File: src/rtl/vend_credit_engine.sv
// Vending credit engine: price accumulation, coin credit, dispense handshake
// and change/refund payout as a train of coin pulses.
module vend_credit_engine #(
    parameter int WIDTH       = 8,
    parameter int SEL_W       = 3,
    parameter logic [(2**SEL_W)*WIDTH-1:0] VAL_TABLE =
        {8'd40, 8'd35, 8'd30, 8'd25, 8'd15, 8'd10, 8'd5, 8'd0},
    parameter int CHG_COIN    = 5,
    parameter int TIMEOUT_CYC = 20
) (
    input  logic             clk,
    input  logic             rst,
    input  logic [SEL_W-1:0] sel,
    input  logic             price_add,
    input  logic             price_lock,
    input  logic             coin_in,
    input  logic             cancel,
    input  logic             disp_ack,
    output logic [WIDTH-1:0] price,
    output logic [WIDTH-1:0] credit,
    output logic             dispense,
    output logic             change_pulse,
    output logic             busy,
    output logic             ovf,
    output logic [2:0]       disp_code
);

    localparam int TMR_W = $clog2(TIMEOUT_CYC) + 1;
    localparam logic [WIDTH-1:0] COIN_V   = WIDTH'(CHG_COIN);
    localparam logic [TMR_W-1:0] TMR_LAST = TMR_W'(TIMEOUT_CYC - 1);

    // State encodings double as the display message codes.
    typedef enum logic [2:0] {
        IDLE     = 3'b000,
        PRICE    = 3'b010,
        COLLECT  = 3'b100,
        DISPENSE = 3'b101,
        CHANGE   = 3'b011
    } state_t;

    state_t           state;
    logic [TMR_W-1:0] timer;
    logic             pay_gap;

    logic [WIDTH-1:0] sel_val;
    logic [WIDTH:0]   price_sum;
    logic [WIDTH:0]   credit_sum;
    logic [WIDTH-1:0] price_next;
    logic [WIDTH-1:0] credit_next;
    logic             price_sat;
    logic             credit_sat;
    logic [WIDTH-1:0] remainder;

    // Unsigned add clamped at all-ones; the MSB of the result flags saturation.
    function automatic logic [WIDTH:0] sat_add(input logic [WIDTH-1:0] a,
                                               input logic [WIDTH-1:0] b);
        logic [WIDTH:0] s;
        s = {1'b0, a} + {1'b0, b};
        if (s[WIDTH]) begin
            return {1'b1, {WIDTH{1'b1}}};
        end else begin
            return s;
        end
    endfunction

    // Table lookup and the candidate price/credit values for this cycle.
    always_comb begin
        sel_val    = VAL_TABLE[int'(sel) * WIDTH +: WIDTH];
        price_sum  = sat_add(price, sel_val);
        credit_sum = sat_add(credit, sel_val);
        remainder  = credit - price;
        if (price_add) begin
            price_next = price_sum[WIDTH-1:0];
            price_sat  = price_sum[WIDTH];
        end else begin
            price_next = price;
            price_sat  = 1'b0;
        end
        if (coin_in) begin
            credit_next = credit_sum[WIDTH-1:0];
            credit_sat  = credit_sum[WIDTH];
        end else begin
            credit_next = credit;
            credit_sat  = 1'b0;
        end
    end

    // Control FSM with its registered datapath and outputs.
    always_ff @(posedge clk or posedge rst) begin
        if (rst) begin
            state        <= IDLE;
            price        <= '0;
            credit       <= '0;
            dispense     <= 1'b0;
            change_pulse <= 1'b0;
            ovf          <= 1'b0;
            timer        <= '0;
            pay_gap      <= 1'b0;
        end else begin
            change_pulse <= 1'b0;
            case (state)
                IDLE: begin
                    if (price_add) begin
                        price  <= sel_val;
                        credit <= '0;
                        ovf    <= 1'b0;
                        state  <= PRICE;
                    end
                end
                PRICE: begin
                    if (cancel) begin
                        price <= '0;
                        state <= IDLE;
                    end else begin
                        price <= price_next;
                        ovf   <= ovf | price_sat;
                        if (price_lock && (price_next != '0)) begin
                            timer <= '0;
                            state <= COLLECT;
                        end
                    end
                end
                COLLECT: begin
                    credit <= credit_next;
                    ovf    <= ovf | credit_sat;
                    // A simultaneous coin is already folded into credit_next, so cancel refunds it.
                    if (cancel) begin
                        pay_gap <= 1'b0;
                        state   <= CHANGE;
                    end else if (coin_in && (credit_next >= price)) begin
                        dispense <= 1'b1;
                        state    <= DISPENSE;
                    end else if (coin_in) begin
                        timer <= '0;
                    end else if (timer == TMR_LAST) begin
                        pay_gap <= 1'b0;
                        state   <= CHANGE;
                    end else begin
                        timer <= timer + TMR_W'(1);
                    end
                end
                DISPENSE: begin
                    if (disp_ack) begin
                        credit   <= remainder;
                        price    <= '0;
                        dispense <= 1'b0;
                        if (remainder >= COIN_V) begin
                            pay_gap <= 1'b0;
                            state   <= CHANGE;
                        end else begin
                            state <= IDLE;
                        end
                    end
                end
                CHANGE: begin
                    if (pay_gap) begin
                        pay_gap <= 1'b0;
                    end else if (credit >= COIN_V) begin
                        change_pulse <= 1'b1;
                        credit       <= credit - COIN_V;
                        pay_gap      <= 1'b1;
                    end else begin
                        state <= IDLE;
                    end
                end
                default: begin
                    dispense <= 1'b0;
                    pay_gap  <= 1'b0;
                    state    <= IDLE;
                end
            endcase
        end
    end

    assign busy      = (state != IDLE);
    assign disp_code = state;

endmodule
File: config.mk
export PLATFORM = sky130hd
export DESIGN_NAME = vend_credit_engine
export DESIGN_NICKNAME = d
export VERILOG_FILES = /design/src/rtl/vend_credit_engine.sv
export SDC_FILE = /design/constraint.sdc
export NUM_CORES = 1
export LEC_CHECK = 0
export ABC_AREA = 1
export CORE_ASPECT_RATIO = 0.9
export CORE_MARGIN = 2
export CORE_UTILIZATION = 59
export CTS_CLUSTER_SIZE = 20
export DETAILED_ROUTE_END_ITERATION = 8
export PLACE_DENSITY = 0.86
export SYNTH_ARGS = -nofsm -noshare
export SYNTH_HDL_FRONTEND = slang
export SYNTH_SLANG_ARGS = --single-unit
File: constraint.sdc
create_clock -name clk -period 4.37 [get_ports clk]
set_input_delay 0.874 -clock clk [delete_from_list [all_inputs] [get_ports clk]]
set_output_delay 0.874 -clock clk [all_outputs]
set_load 0.05 [all_outputs]
======== After elaboration in Yosys (flattened, before gate mapping) ========
Index checks and enable logic that the tools add are counted.
cells by class
  shifts and indexed selects .............. 1
  $add $sub $neg .......................... 5
  $lt $le $gt $ge ......................... 3
  eq/ne operators ......................... 23
  reductions and logical operators ........ 18
  multiplexer cells ....................... 51
  bitwise operators ....................... 4
operators with widths
  cell                     count
  $mux 8                   9
  $shiftx 64x7->8 const A  1
  $mux 6                   6
  $pmux 8 s4               1
  $mux 3                   10
  $pmux 8 s3               1
  $ne 2x2->1 const B       11
  $add 8x8->9              2
  $mux 9                   2
  $ge 8x3->1 const B       2
  $mux 1                   16
  $ne 3x3->1 const B       5
  $pmux 3 s5               1
  $pmux 6 s2               1
  $reduce_and 6->1         2
  $reduce_bool 3->1        3
  $ge 8x8->1               1
  $ne 4x4->1 const B       2
  $reduce_bool 8->1        1
  $sub 8x3->8 const B      1
  $sub 8x8->8              1
  $reduce_and 7->1         1
  $add 6x1->6 const B      1
  $eq 3x2->1 const B       2
  other kinds (16)         22
storage, ports and cells
  bits in registers ....................... 29
  logic and storage cells ................. 113
  output and inout port bits .............. 23

======== Depth between registers and ports, before layout ========
  depth after elaboration ................. 9
  gate-level depth with buffers ........... 33

======== Least setup slack after synthesis ========
Ideal clock, no wire load.
  kind .................................... input to register
  start point ............................. in sel[0]
  end point ............................... reg timer[2]
  buffers on the path ..................... 0
  stages on the path ...................... 32
  arrival ................................. 3.997 ns
  setup time .............................. 0.117 ns
  required time ........................... 4.253 ns
  slack ................................... 0.256 ns
  cells stage by stage .................... inv_1 ha_1 nor2_1 nor2_1 inv_1 fa_1 inv_1 nand3_1 nand2_1 nand2_1 nand2_1 nand2_1 nand2_1 nand2_1 nand2_1 inv_1 nand2_1 o21ai_0 inv_1 ha_1 nand2_1 inv_1 o21ai_0 nand2_1 nand2_1 o2111ai_1 nand2_1 inv_1 a21oi_4 nand2_4 nand2_1 nand2_1
on the way
  cells in the longest elaborated chain, start to end .. 8
  elaborated cells on any way between the ends .. 14
  classes of those cells .................. add/sub: 2; order compare: 1; eq/ne: 2; shift: 1; mux: 4; reduce/logical: 4
RTL lines
  element                                          line      RTL
  from (decl)                                      13        input logic [SEL_W-1:0] sel,
  $shiftx 64x7->8 *                                68        sel_val = VAL_TABLE[int'(sel) * WIDTH +: WIDTH];
  $add 8x8->9                                      58        s = {1'b0, a} + {1'b0, b};
  $mux 9                                           59        if (s[WIDTH]) begin
  $mux 8 (on tied branches)                        79, 72
  $ge 8x8->1 or $reduce_bool 8->1 (tied branches)  130, 117
  $logic_and 1x1->1 (on tied branches)             130, 117
  $ne 2x2->1 (no source line)                      -
  $reduce_and 6->1 (no source line) *              -
  to (signal assigned)                             139       timer <= timer + TMR_W'(1);
  to (decl)                                        42        logic [TMR_W-1:0] timer;
Every way passes the cells marked *; elsewhere a longest branch is shown, timed or not.
A chain may end at the register's enable or synchronous reset.

======== Worst setup path in the final report ========
  start point ............................. in sel[0]
  end point ............................... reg timer[5]
Same word-level chain as after synthesis.

==> summary.txt <==
Floorplan
  • Area inside the core boundary: 5563 um2
  • Die Span X: roughly 83 um
  • Die extent in y: approximately 75 um
  • Number of standard-cell rows in the floorplan: 26
  • Full die area: roughly 6300 um2
  • Initial core utilization: about 60%
  • Top Ports: 33

Pwr
  • PnR Total Power: 3.031 mW
  • Peak VDD IR: between 0.5 and 0.6 mV
  • Reported leakage power: 2.226 nW
  • Power density relative to cell area: 725.5 nW/um2

Worst setup path
  • CP arrival: between 4 and 5 ns
  • CP Class: primary input to flip-flop
  • Critical Path End Type: flip-flop
  • Depth of the worst register-to-register path: 28
  • Critical Path RT: 4.54 ns
  • Critical path's slowest cell: fa_2
  • Origin of the critical flop-to-flop path: credit[1]
  • Crit-path most repeated cell: nand2_1
  • Peak fanout along the critical path: 6
  • Worst setup SP type: primary input
  • Launch point of the worst path: sel[0]
  • Delay of the slowest critical-path stage: 0.37 ns

Routing
  • Wire per inst: 14.62 um
  • Via total after detailed routing: roughly 3700
  • Detail Route Antenna Nets: 0
  • DRC viols: 0
  • Violation count after the first detailed-route iteration: 287
  • Detailed-route wire length: 9473 um
  • Drt pass-1 iters: 5
  • Vias per Instance: 5.775

CTS
  • CTS buffer count: 5
  • Clk Latency, worst-skew pair: 0.29 ns
  • Clock tree from TritonCTS: yes
  • CTS Sinks: 29
  • Clock Pin Slew Worst Setup and Hold Paths: ~0.07 ns
  • Clock Tree Root: clkbuf_8
  • CTS H-tree lvls: 2
  • Clock buffer depth: 2

Timing
  • Final Setup Violations: 0
  • Transition time at the pin with the least slew margin: 1.130 ns
  • Rel. slew slack: 24.55%
  • Post-route clock period utilization: 95.28%
  • Post-Route Skew: 0.008170 ns
  • Final Hold Vio Count: 0
  • Fin crit period: around 4.2 ns
  • Worst hold slack across all endpoints: 0.4646 ns
  • Pins Over Slew Limit: 0
  • Maximum achievable frequency: about 240 MHz

Yosys
  • Leading area contributor after synthesis: dfrtp_1
  • Synth Net Count: 556
  • Post-synthesis average cell area: 6.573 um2
  • Multiplexer share of the synthesized area: 0.5984%
  • Yosys cell types: a little over 40
  • Proportion of synthesized flip-flops having asynchronous set or reset: 100.0%
  • Synth Instances: 509
  • Fraction of synthesized cell area in xor and xnor cells: 3.403%
  • Synth Area in Compound Gates: 13.50%
  • Sequential element share of the synthesized area: 21.69%
  • Post-synth EDFFs: 0
  • Count of synthesis-stage warnings from yosys: 0
  • Fraction of synthesized cell area taken by the top area cell type: between 20% and 30%
  • Share of synthesized cell area in and, or, nand and nor gates: 36.35%
  • Main combinational cell family by area after synthesis: simple AND/OR/NAND/NOR gates
  • Post-synthesis sequential element count: 29
  • Top flip-flop cell by instance count after synthesis: dfrtp_1
  • Post-Synth Adder-Cell Area: between 10 and 15%
  • Post-synthesis instance area: between 3000 and 4000 um2
  • Main area contributors after synthesis: dfrtp_1 (22%), nand2_1 (16%), ha_1 (13%), inv_1 (8.1%), nand3_1 (6.3%)

Finish
  • Fraction of final layout cells sized beyond drive strength 1: 18.69%
  • Final Instance Area: 4178 um2
  • Inserted Diodes: 0
  • Final-stage net count: 624
  • Layout overhead on the synthesized area: 24.87%

Hold path
  • Origin of the worst min-delay path: pay_gap
  • Type of the tightest min-delay check: flip-flop to flip-flop
  • Cell depth of the worst hold path: 1

Placement
  • GPL Wtd Cong: 0.8995
  • Instance area at placement: 3919 um2
  • Number of I/O port buffers: 32
  • HPWL Detailed: 7202 um

Run status
  • Result of the run: complete, no violations

Global routing
  • Total routing usage reported by global routing: 29.38%
  • Number of global-route vias before repair: between 3000 and 4000
  • Maximum number of pins on one net before global-route repair: 29
  • Overflow left after global routing: 0
  • Number of antenna violations at the first check in global routing: 0
  • Wire length of the first global-routing pass: 14910 um

Flow run
  • Total of max-cap violations: 0
==> cells in the mapped netlist (3+ instances only) <==
library cell,count
dfrtp_1,29
o211ai_1,4
ha_1,34
fa_1,3
a21oi_1,25
inv_1,72
nor3_1,5
o21ai_0,27
nand3b_1,4
nor2_1,54
nand2_4,4
nand2_2,7
nand3_1,42
nor2_2,4
nand2_1,139
nand4_1,7
o22ai_1,7
xor2_1,11
inv_2,3
==> kinds of logic after synthesis <==
logic type,after synthesis
adder cells (fa/ha/maj),37
AO/OA/AOI/OAI,75
multiplexers,2
AND/OR/NAND/NOR,271
buffers and inverters,82
flip-flops,29
XOR/XNOR,13
==> power by group <==
group          switching, mW  total (mW)  internal, mW
Sequential             0.137       0.485         0.348
Clock                  0.113       0.223         0.110
Combinational           1.47        2.32         0.853
Total                   1.72        3.03          1.31
==> stage by stage <==
step	utilization (%)	setup slack, ns	std cells	TNS (ns)
floorplan	-	0.2561	509	0
global placement	70.45	-0.3758	633	-3.210
detailed placement	70.45	-0.5560	633	-4.839
CTS	72.72	0.08874	643	0
global route	75.10	-0.03726	648	-0.2021
finish	75.10	0.2065	648	0
==> final cells by class <==
type | instances | area (um2)
multi-input cells | 398 | 2412
fillers | 415 | 1385
flip-flops and latches | 29 | 725.7
repair buffers | 67 | 579.3
inverters | 76 | 290.3
well taps | 70 | 87.58
clock buffers | 6 | 72.57
clock inverters | 2 | 10.01
==> cells in the final DEF (no fill, tap or decap), drive strengths merged, types with 2 or more instances in the layout <==
cell type / synthesis / routed
nand3: 43 / 43
nor3: 5 / 5
mux2i: 2 / 2
clkdlybuf4s50: 0 / 29
inv: 76 / 76
nand3b: 5 / 5
a21boi: 2 / 2
clkinv: 0 / 2
xnor2: 2 / 2
nor2: 60 / 60
dfrtp: 29 / 29
buf: 3 / 35
fa: 3 / 3
clkbuf: 3 / 8
ha: 34 / 34
xor2: 11 / 11
o21ai: 29 / 29
a21oi: 27 / 27
nand4: 7 / 7
nand2: 150 / 150
o211ai: 4 / 4
o221ai: 2 / 2
o22ai: 7 / 7
==> sequential cells by signal, summed over array words and instances, names as in the netlist <==
signal        count
timer             6
credit            8
disp_code         3
dispense          1
change_pulse      1
ovf               1
price             8
pay_gap           1
==> worst paths after layout <==
kind	to	slack, ns
min in group asynchronous	timer[0]	1.18
max	timer[5]	0.21
max in group asynchronous	price[2]	2.51
max reg2reg	timer[5]	0.86
min	change_pulse	0.46
min reg2reg	change_pulse	0.46
==> worst max-delay path, delay by kind of cell <==
family                   cells  cell delay, ns
AND/OR/NAND/NOR             17            1.30
adder cells (fa/ha/maj)      4            0.97
AO/OA/AOI/OAI                5            0.64
buffers and inverters        8            0.53
==> timing repair <==
| item | CTS | global route |
|---|---|---|
| hold buffers | 0 | 0 |
| setup endpoints to repair | 10 | 10 |
| buffers inserted | 2 | 5 |
| gates resized for setup | 14 | 38 |
| pin swaps | 6 | 14 |
==> routing by layer <==
layer  global-route usage [%]  part of all wire [%]
met1                    37.73                    43
met4                    9.472                   1.6
met5                        0                     0
met3                    4.225                   7.1
met2                    52.33                    48
No activity file was read; power rests on OpenSTA's default activity.
